## config.mk

```make
export PLATFORM = sky130hd
export DESIGN_NAME = microcode_sequencer
export DESIGN_NICKNAME = d
export VERILOG_FILES = /design/src/rtl/pim_seq_pkg.sv /design/src/rtl/uaddr_map.sv /design/src/rtl/microcode_sequencer.sv
export SDC_FILE = /design/constraint.sdc
export NUM_CORES = 1
export LEC_CHECK = 0
export CORE_MARGIN = 2
export CORE_UTILIZATION = 30
export CTS_CLUSTER_DIAMETER = 30
export DETAILED_ROUTE_END_ITERATION = 8
export SYNTH_ARGS = -nofsm -noshare
export SYNTH_HDL_FRONTEND = slang
export SYNTH_SLANG_ARGS = --single-unit
```

## constraint.sdc

```tcl
create_clock -name clk -period 2.51 [get_ports clk]
set_clock_uncertainty 0.05 [all_clocks]
set_input_delay 0.3765 -clock clk [delete_from_list [all_inputs] [get_ports clk]]
set_output_delay 0.3765 -clock clk [all_outputs]
set_load 0.01 [all_outputs]
```

## src/rtl/pim_seq_pkg.sv

```systemverilog
// Shared state type, opcode/base constants and micro-word bit positions
// for the PIM microcode sequencer and its address map.
package pim_seq_pkg;

    typedef enum logic [2:0] {
        IDLE,
        FETCH,
        ISSUE,
        WAIT,
        DONE
    } seq_state_t;

    localparam logic [3:0] OP_JLD4_A = 4'h6;
    localparam logic [3:0] OP_JLD4_B = 4'h7;
    localparam logic [3:0] OP_JLD5_A = 4'h8;
    localparam logic [3:0] OP_JLD5_B = 4'h9;

    localparam logic [15:0] BASE_JLD4_A = 16'd6;
    localparam logic [15:0] BASE_JLD4_B = 16'd38;
    localparam logic [15:0] BASE_JLD5_A = 16'd54;
    localparam logic [15:0] BASE_JLD5_B = 16'd86;

    localparam int UWORD_W_DEF = 32;
    localparam int EOR_BIT     = UWORD_W_DEF - 1;
    localparam int WAIT_BIT    = UWORD_W_DEF - 2;

endpackage

```

## src/rtl/uaddr_map.sv

```systemverilog
// Combinational opcode/function-field to microcode entry address map.
module uaddr_map
    import pim_seq_pkg::*;
#(
    parameter int UADDR_W = 16
) (
    input  logic [3:0]         opcode,
    input  logic [3:0]         function4bit,
    input  logic [4:0]         function5bit,
    output logic [UADDR_W-1:0] uaddr
);

    // NOTE: every path assigns uaddr, so this block cannot infer a latch.
    always_comb begin
        case (opcode)
            OP_JLD4_A: uaddr = UADDR_W'(BASE_JLD4_A) + UADDR_W'(function4bit);
            OP_JLD4_B: uaddr = UADDR_W'(BASE_JLD4_B) + UADDR_W'(function4bit);
            OP_JLD5_A: uaddr = UADDR_W'(BASE_JLD5_A) + UADDR_W'(function5bit);
            OP_JLD5_B: uaddr = UADDR_W'(BASE_JLD5_B) + UADDR_W'(function5bit);
            default:   uaddr = UADDR_W'(opcode);
        endcase
    end

endmodule

```

## src/rtl/microcode_sequencer.sv

```systemverilog
// Walks a microcode routine from the mapped entry address, issuing one
// control word per ROM entry until the end-of-routine bit.
module microcode_sequencer
    import pim_seq_pkg::*;
#(
    parameter int UADDR_W = 16,
    parameter int UWORD_W = UWORD_W_DEF
) (
    input  logic               clk,
    input  logic               rst,
    input  logic               instr_valid,
    output logic               instr_ready,
    input  logic [3:0]         opcode,
    input  logic [3:0]         function4bit,
    input  logic [4:0]         function5bit,
    output logic [UADDR_W-1:0] rom_addr,
    input  logic [UWORD_W-1:0] rom_data,
    output logic               ctrl_valid,
    input  logic               ctrl_ready,
    output logic [UWORD_W-3:0] ctrl_word,
    input  logic               array_done,
    input  logic               flush,
    output logic               busy,
    output logic               instr_done
);

    // Control bits keep their offset from the MSB whatever the word width.
    localparam int EorPos  = UWORD_W - UWORD_W_DEF + EOR_BIT;
    localparam int WaitPos = UWORD_W - UWORD_W_DEF + WAIT_BIT;

    seq_state_t         state_q, state_d;
    logic [UADDR_W-1:0] upc_q, upc_d;
    logic [UWORD_W-1:0] uword_q, uword_d;
    logic               ctrl_valid_q, ctrl_valid_d;
    logic               busy_q, busy_d;
    logic               instr_done_q, instr_done_d;
    logic [UADDR_W-1:0] entry_addr;
    logic               retire;

    uaddr_map #(.UADDR_W(UADDR_W)) u_uaddr_map (
        .opcode       (opcode),
        .function4bit (function4bit),
        .function5bit (function5bit),
        .uaddr        (entry_addr)
    );

    always_comb begin
        state_d = state_q;
        upc_d   = upc_q;
        uword_d = uword_q;
        retire  = 1'b0;
        case (state_q)
            IDLE: begin
                if (instr_valid) begin
                    upc_d   = entry_addr;
                    state_d = FETCH;
                end
            end
            FETCH: begin
                uword_d = rom_data;
                state_d = ISSUE;
            end
            ISSUE: begin
                if (ctrl_ready) begin
                    if (uword_q[WaitPos] && !array_done) state_d = WAIT;
                    else                                 retire  = 1'b1;
                end
            end
            WAIT:    retire  = array_done;
            DONE:    state_d = IDLE;
            default: state_d = IDLE;
        endcase

        // The word is finished: end the routine or step to the next entry.
        if (retire) begin
            if (uword_q[EorPos]) begin
                state_d = DONE;
            end else begin
                upc_d   = upc_q + UADDR_W'(1);
                state_d = FETCH;
            end
        end

        if (flush && state_q != IDLE) begin
            state_d = IDLE;
            upc_d   = upc_q;
        end

        ctrl_valid_d = (state_d == ISSUE);
        busy_d       = (state_d != IDLE);
        instr_done_d = (state_d == DONE);
    end

    // NOTE: sequential state uses non-blocking assignments so every flop
    // samples the pre-edge values computed above.
    always_ff @(posedge clk or posedge rst) begin
        if (rst) begin
            state_q      <= IDLE;
            upc_q        <= '0;
            uword_q      <= '0;
            ctrl_valid_q <= 1'b0;
            busy_q       <= 1'b0;
            instr_done_q <= 1'b0;
        end else begin
            state_q      <= state_d;
            upc_q        <= upc_d;
            uword_q      <= uword_d;
            ctrl_valid_q <= ctrl_valid_d;
            busy_q       <= busy_d;
            instr_done_q <= instr_done_d;
        end
    end

    assign instr_ready = (state_q == IDLE);
    assign rom_addr    = upc_q;
    assign ctrl_valid  = ctrl_valid_q;
    assign ctrl_word   = uword_q[UWORD_W-3:0];
    assign busy        = busy_q;
    assign instr_done  = instr_done_q;

endmodule

```

# Yosys cells after proc, flatten, opt, wreduce, memory -nomap -nowiden
# Cells that the tools add are included.
# word_totals
ff_bits	54
wordCells	41
# op_classes
addsub	5
n_eq_ne	9
muxes	15
reduce_logical	6
# ops
cell	count
2-to-1 mux 16 bit	4
case mux 16 bit (4 select lines)	1
2-to-1 mux 3 bit	6
adder 16 x 1 -> 16 bit (second input constant)	1
case mux 3 bit (4 select lines)	1
equality test 3 x 2 -> 1 bit (second input constant)	3
adder 7 x 5 -> 8 bit (first input constant)	1
equality test 4 x 3 -> 1 bit (second input constant)	2
equality test 4 bit (second input constant)	2
adder 6 x 4 -> 7 bit (first input constant)	1
adder 6 x 5 -> 7 bit (first input constant)	1
nonzero test 3 bit	2
adder 3 x 4 -> 5 bit (first input constant)	1
equality test 3 x 1 -> 1 bit (second input constant)	1
equality test 3 bit (second input constant)	1
logical NOT 3 bit	1
logical AND 1 bit	2
2-to-1 mux 1 bit	2
case mux 1 bit (2 select lines)	1
logical NOT 1 bit	1

# Depth between registers and ports, before layout
# Gate-level depths: netlist of run 1.
# depth
ltp_word	8
depth_mapped	6
depth_no_buf	6

# By module
# Synthesis of run 1 repeated with hierarchy kept, for this count alone.
# hier_totals
hier_cells	307
area_unflattened_um2	3159.3
# modules_own_cells
module	n_inst	cells_per_inst	area_per_inst_um2	seq_area_each_um2
microcode_sequencer	1	249	2798.9	1351.3
uaddr_map	1	58	360.3	0.0

# Worst setup path after synthesis of run 1
# Ideal clock, no wire load.
# synth_timing
path_kind	register to register
start	register state_q[0]
end	register upc_q[7], in the netlist rom_addr[7]
setup_time_ns	0.078
arrival_time_ns	1.910
required_time_ns	2.382
path_slack_ns	0.472
path_stages_with_launch	7
path_buffers	2
synth_period_minus_slack_ns	2.038
cell_sequence	dfrtp_1 > buf_6 > o21ba_4 > or4b_4 > buf_6 > or4b_1 > a21oi_1
# synth_between
elab_chain_cells	4
# synth_lines
item	line_no	text
from (decl)	microcode_sequencer.sv:31	seq_state_t state_q, state_d;
from (signal assigned)	microcode_sequencer.sv:105	state_q <= state_d;
logical NOT 3 bit	microcode_sequencer.sv:52	case (state_q)
2-to-1 mux 16 bit	microcode_sequencer.sv:52	
2-to-1 mux 16 bit	microcode_sequencer.sv:76	if (uword_q[EorPos]) begin
2-to-1 mux 16 bit	microcode_sequencer.sv:75	if (retire) begin
to (signal assigned)	microcode_sequencer.sv:106	upc_q <= upc_d;
to (decl)	microcode_sequencer.sv:32	logic [UADDR_W-1:0] upc_q, upc_d;
# Several ways; a longest one is shown, not always the timed one.
# A chain may end at the register's enable or synchronous reset.

# Worst setup path after layout of run 1
# layout_timing
start	input port array_done
end	register upc_q[7], in the netlist rom_addr[7]
# layout_between
elab_chain_cells	6
# layout_lines
item	line_no	text
from (decl)	microcode_sequencer.sv:21	input logic array_done,
logical NOT 1 bit	microcode_sequencer.sv:65	if (uword_q[WaitPos] && !array_done) state_d = WAIT;
logical AND 1 bit	microcode_sequencer.sv:65	
2-to-1 mux 1 bit	microcode_sequencer.sv:65	
2-to-1 mux 1 bit	microcode_sequencer.sv:64	if (ctrl_ready) begin
case mux 1 bit (2 select lines) *	microcode_sequencer.sv:52	
2-to-1 mux 16 bit *	microcode_sequencer.sv:75	
# Mark *: on every way between the ends. The rest lies on a longest branch, timed or not.

==> qor.yml, run 1 <==
syn_area_um2: 2923
rsz0062_at_grt: "no"
syn-num-nets: 326
min_period_ns: 2.094
yosysTopAreaCell: "dfrtp_1"
first_global_vias: 2114
cellPowerDensity_nw_per_um2: 962.6
met2_usage_pct: 21.37
rows: 36
hold_buffers: 0
drc: 0
clockRootBuffer: "clkbuf_8"
grt_use_met3_pct: 3.390
io_buffers: 100
clk_latency_ns: 0.30
yosysUniqueCellTypes: 50
hold_class: "in -> async"
ctsResizeCount: 0
netlist_instances: 272
dp_hpwl_um: 5041
syn2layout_area_growth_pct: 36.94
hold_ws_ns: 0.3834
ant_nets: 0
vdd_drop_max_v: 0.0003387
grt_max_degree: 55
critical_path_arrival_ns: 2.28
fillCellCount: 955
synth_most_common_cell: "dfrtp_1"
drv_cap: 0
dr_total_vias: 2290
gr-max-usage-layer: "met2"
coreArea_um2: 9594
relSlewSlack_pct: 60.37
path_clk_slew_ns: 0.10
yosys.area.top_type_share_pct: 46.23
ys_seq_elements: 54
end_kind: "register"
viasPerCell: 4.751
numCtsBuffers: 5
num_io_pins: 101
multi_input_area_um2: 1237
ys_seq_area_share_pct: 46.23
post_cts_buffers: 0
antenna_found_initial: 0
setup_violations: 0
critPathSlowestCell: "or4b_4"
worst_pin_slew_ns: 0.5899
cts_buffer_depth: 2
r2r_end: "rom_addr[7]"
yosysWarnings: 0
setup_tns_ns: 0
hold_viol_final: 0
nets: 402
routed_wl_um: 6708
htree_levels: 2
synthTopCellsByCount: "54 x dfrtp_1, 32 x mux2_2, 30 x buf_4"
status: "finished, final reports clean"
placed_cells: 474
die_area_um2: 10550
layout.cells.non_filler: 482
cp_max_fo: 9
route.detailed.wl_per_inst_um: 13.92
crit_type: "in -> reg"
synth_top_cells_by_area: "dfrtp_1 46%, mux2_2 12%, buf_4 7.7%"
reg2reg_slack_ns: 0.44
overflow: 0
cts_tree: "done"
start_util_pct: 30.46
syn_area_per_cell_um2: 10.75
fmax_mhz: 477.7
worst_slack_ns: 0.4164
crit_chain: "clkdlybuf4s50_1 -> o21ba_4 -> or4b_4 -> or4b_1 -> a21oi_1"
die_y_um: 102.7
regArea_um2: 1351
first_pass_iters: 4
slew_viol_final: 0
p_leak_nw: 1.678
layout-drive-gt1-share_pct: 16.91
cpPeakStageDelay_ns: 0.59
grt_pass1_wl_um: 10560
post-place-ws_ns: 0.09070
synth-main-ff-cell: "dfrtp_1"
met1_usage_pct: 16.24
synthArstFlopShare_pct: 100.0
cp.required_ns: 2.70
routabilityCongestion: 0.8091
drtIter0Drc: 137
diodes: 0
synth_edf_count: 0
fin_crit_sh_pct: 83.41
r2r-start: "state_q[0]"
r2r_cells: 4
grt.total_usage_pct: 12.71
dieWidth_um: 102.7
start_kind: "input port"
clock_sinks: 54
how the worst max path moves through the flow:
stage,startpoint,to,slack [ns],cells past startpoint
2_1_floorplan,state_q[0],rom_addr[7],0.47,6
3_3_place_gp,array_done,rom_addr[7],0.11,5
3_5_place_dp,array_done,rom_addr[7],0.09,5
4_1_cts,array_done,rom_addr[7],0.41,5
5_1_grt,state_q[2],rom_addr[15],0.32,5
6_report,array_done,rom_addr[7],0.42,5
cells by family (layout without fill, tap and decap cells):
| family | count (synthesis) | after routing | synth area share, % |
|---|---|---|---|
| compound gates | 42 | 42 | 10.75 |
| xor+xnor | 3 | 3 | 0.8991 |
| fa+ha+maj | 3 | 3 | 1.284 |
| buf+inv | 56 | 133 | 11.60 |
| flops | 54 | 54 | 46.23 |
| mux | 39 | 39 | 14.73 |
| simple gates | 75 | 75 | 14.51 |
where the power goes:
| part | switching [W] | internal [W] |
|---|---|---|
| clock network | 0.000290 | 0.000228 |
| logic | 0.000729 | 0.00113 |
| registers | 0.000259 | 0.00122 |
| total | 0.00128 | 0.00258 |
per-layer routing:
metal  up-vias  share of wire (%)  routed length, um
met5         -                  0                  0
met4         0                1.3                 86
met3         8                8.6                579
met2        96                 46               3112
met1      1090                 44               2929
li1       1096                  -                  -
worst max-delay path, delay by kind of cell:
family          cells  cell delay, ns
compound gates      2            0.33
buf+inv             1            0.49
simple gates        2            1.08
cell usage in the layout (no fill, tap or decap), drive strengths merged, types with 8 or more instances in the layout:
master / count
nand2: 15
mux2: 32
inv: 15
a21oi: 9
nor2: 8
o21ai: 8
clkdlybuf4s50: 100
nand2b: 10
buf: 11
dfrtp: 54
per-stage QoR:
stage | area [um^2] | util, % | power, W
finish | 4003 | 41.72 | 0.003853
global route | 4003 | 41.72 | 0.004134
CTS | 4003 | 41.72 | 0.003920
detailed placement | 3904 | 40.69 | 0.003383
global placement | 3904 | 40.69 | 0.003348
floorplan | 2923 | - | 0.002750
state kept, by name (all words and copies together) (netlist names):
name	count
uword_q	32
rom_addr	16
state_q	3
busy	1
ctrl_valid	1
instr_done	1
area by class of cell:
class | count | area share, %
tap | 133 | 4.158
clock buffer | 6 | 2.063
inverter | 14 | 1.313
sequential | 54 | 33.76
multi-input combinational | 162 | 30.92
timing repair buffer | 111 | 27.38
clock inverter | 2 | 0.4064
Note: power is estimated with default switching activity, not from simulation.
==> run 2: changes to the inputs <==
==> constraint.sdc (replaced) <==
create_clock -name clk -period 1.9 [get_ports clk]
set_clock_uncertainty 0.05 [all_clocks]
set_input_delay 0.285 -clock clk [delete_from_list [all_inputs] [get_ports clk]]
set_output_delay 0.285 -clock clk [all_outputs]
set_load 0.01 [all_outputs]
==> qor.yml, run 2 (synthesis gave the netlist of run 1 again) <==
min_period_ns: 1.977
final_common_cell: "clkdlybuf4s50_1"
die_area_um2: 10550  # unchanged
fmax_mhz: 505.8
grt_pass1_wl_um: 11050  # +4.7%
cts_tree: "done"
largest_register_ffs: 32  # unchanged
vdd_drop_max_v: 0.0004148  # +22%
cpMostUsedCell: "or4b_4"
status: "finished with violations"
hold_class: "in -> async"
cts_buffer_depth: 2  # unchanged
cp_max_fo: 6  # -3
path_clk_slew_ns: 0.10  # about the same
layout_common_cells: "99 x clkdlybuf4s50_1, 51 x dfrtp_1, 40 x buf_4"
grt_max_degree: 42  # -24%
critPathSlowestCell: "or4b_4"
r2r_cells: 4  # unchanged
drtIter0Drc: 71  # -48%
grt_use_met3_pct: 2.780  # -0.61 points
viasPerCell: 4.755  # about the same
met2_usage_pct: 23.53  # +2.2 points
cp.required_ns: 2.09  # -0.61 ns
routed_wl_um: 7373  # +9.9%
placed_cells: 498  # +5.1%
diodes: 0  # unchanged
violations: "setup timing"
reg2reg_slack_ns: -0.08  # -0.52 ns
numCtsBuffers: 5  # unchanged
hold_buffers: 0  # unchanged
worst_slack_ns: -0.07724  # -0.4937 ns
hold_viol_final: 0  # unchanged
rows: 36  # unchanged
cellPowerDensity_nw_per_um2: 1245  # +29%
finalInstanceArea_um2: 4315  # +7.8%
overflow: 0  # unchanged
ant_nets: 0  # unchanged
largest_register: "uword_q"
dieWidth_um: 102.7  # unchanged
start_kind: "register"
coreArea_um2: 9594  # unchanged
die_y_um: 102.7  # unchanged
fillCellCount: 935  # -2.1%
fin_util_pct: 44.98  # +3.3 points
cp_top_family: "simple AND/OR/NAND/NOR gates"
critical_path_arrival_ns: 2.16  # -0.12 ns
crit_type: "reg -> reg"
num_io_pins: 101  # unchanged
first_global_vias: 2305  # +9.0%
slew_viol_final: 0  # unchanged
gr-max-usage-layer: "met2"
clockRootBuffer: "clkbuf_8"
dr_total_vias: 2444  # +6.7%
rsz0062_at_grt: "yes"
clk_latency_ns: 0.30  # about the same
crit_chain: "o21ba_4 -> or4b_4 -> or4b_4 -> a21oi_2"
relSlewSlack_pct: 74.60  # +14 points
met1_usage_pct: 16.59  # +0.35 points
first_pass_iters: 4  # unchanged
start_util_pct: 30.46  # unchanged
htree_levels: 2  # unchanged
placed_cell_area_um2: 4109  # +5.3%
path_buf_inv: 0  # -1
setup_violations: 7  # +7
layout.cells.non_filler: 514  # +6.6%
worst_pin_slew_ns: 0.3761  # -0.2138 ns
io_buffers: 100  # unchanged
r2r-start: "state_q[0]"
grt.total_usage_pct: 13.24  # +0.53 points
cpPeakStageDelay_ns: 0.56  # -0.03 ns
routabilityCongestion: 0.8237  # +1.8%
layout-drive-gt1-share_pct: 27.56  # +11 points
p_leak_nw: 1.848  # +10%
drc: 0  # unchanged
route.detailed.wl_per_inst_um: 14.34  # +3.1%
drv_cap: 0  # unchanged
clock_sinks: 54  # unchanged
end_kind: "register"
syn2layout_area_growth_pct: 47.65
fin_crit_sh_pct: 104.1
nets: 435  # +8.2%
antenna_found_initial: 0  # unchanged
dp_hpwl_um: 5337  # +5.9%
r2r_end: "rom_addr[7]"
[run 2: changes by cell type in the layout (fill, tap and decap cells not counted), sizes merged]
cell,previous run,this run
clkdlybuf4s15,0,1
clkdlybuf4s50,100,99
buf,11,44
inv,15,14
clkbuf,6,5
clkinvlp,1,2
[run 2: per-stage QoR]
step                      hold slack [ns]  setup WS, ns  TNS, ns  power, W
after global placement             0.4379       -0.3544   -2.892  0.004631
after detailed placement           0.4445       -0.3818   -3.215  0.004684
after global routing               0.2247       -0.1136  -0.5551  0.005725
final                              0.2033      -0.07724  -0.2266  0.005373
after floorplan                    0.3867       -0.1203  -0.3546  0.003651
after CTS                          0.2024      -0.06862  -0.2215  0.005397
[run 2: where the power goes]
group	switching (W)	internal [W]	leakage, nW
combinational	0.00114	0.00171	1.15
sequential	0.000284	0.00161	0.662
clock	0.000375	0.000253	0.0362
[run 2: cell type report]
cell class	instances	area, um^2	share of cell area, %
timing repair buffer	144	1364	31.60
sequential	54	1355	31.40
multi-input combinational	162	1294	29.98
tap	133	166.4	3.856
clock buffer	5	68.82	1.595
inverter	14	52.55	1.218
clock inverter	2	15.01	0.3479
[run 2: what timing repair did]
action	4_1_cts	5_1_grt
pin swaps	8	5
resized for setup	8	8
setup buffers	8	1
endpoints found under the setup margin	9	14
[run 2: worst max path at each step]
stage | from | to | slack (ns) | cells past startpoint
detailed placement | array_done | rom_addr[12] | -0.38 | 5
global route | state_q[0] | rom_addr[7] | -0.11 | 4
global placement | array_done | rom_addr[12] | -0.35 | 5
finish | state_q[0] | rom_addr[7] | -0.08 | 4
CTS | state_q[0] | rom_addr[10] | -0.07 | 4
floorplan | state_q[0] | rom_addr[7] | -0.12 | 6
[run 2: routing by layer]
layer | wire (um) | vias to the layer above
met5 | 0 | -
met4 | 53 | 0
met3 | 495 | 5
met2 | 3530 | 83
met1 | 3295 | 1194
li1 | - | 1162
[run 2: worst register-to-register path: stages, from the launching register on]
cell and delay (ns):
dfrtp_2 0.46, o21ba_4 0.22, or4b_4 0.56, or4b_4 0.50, a21oi_2 0.13
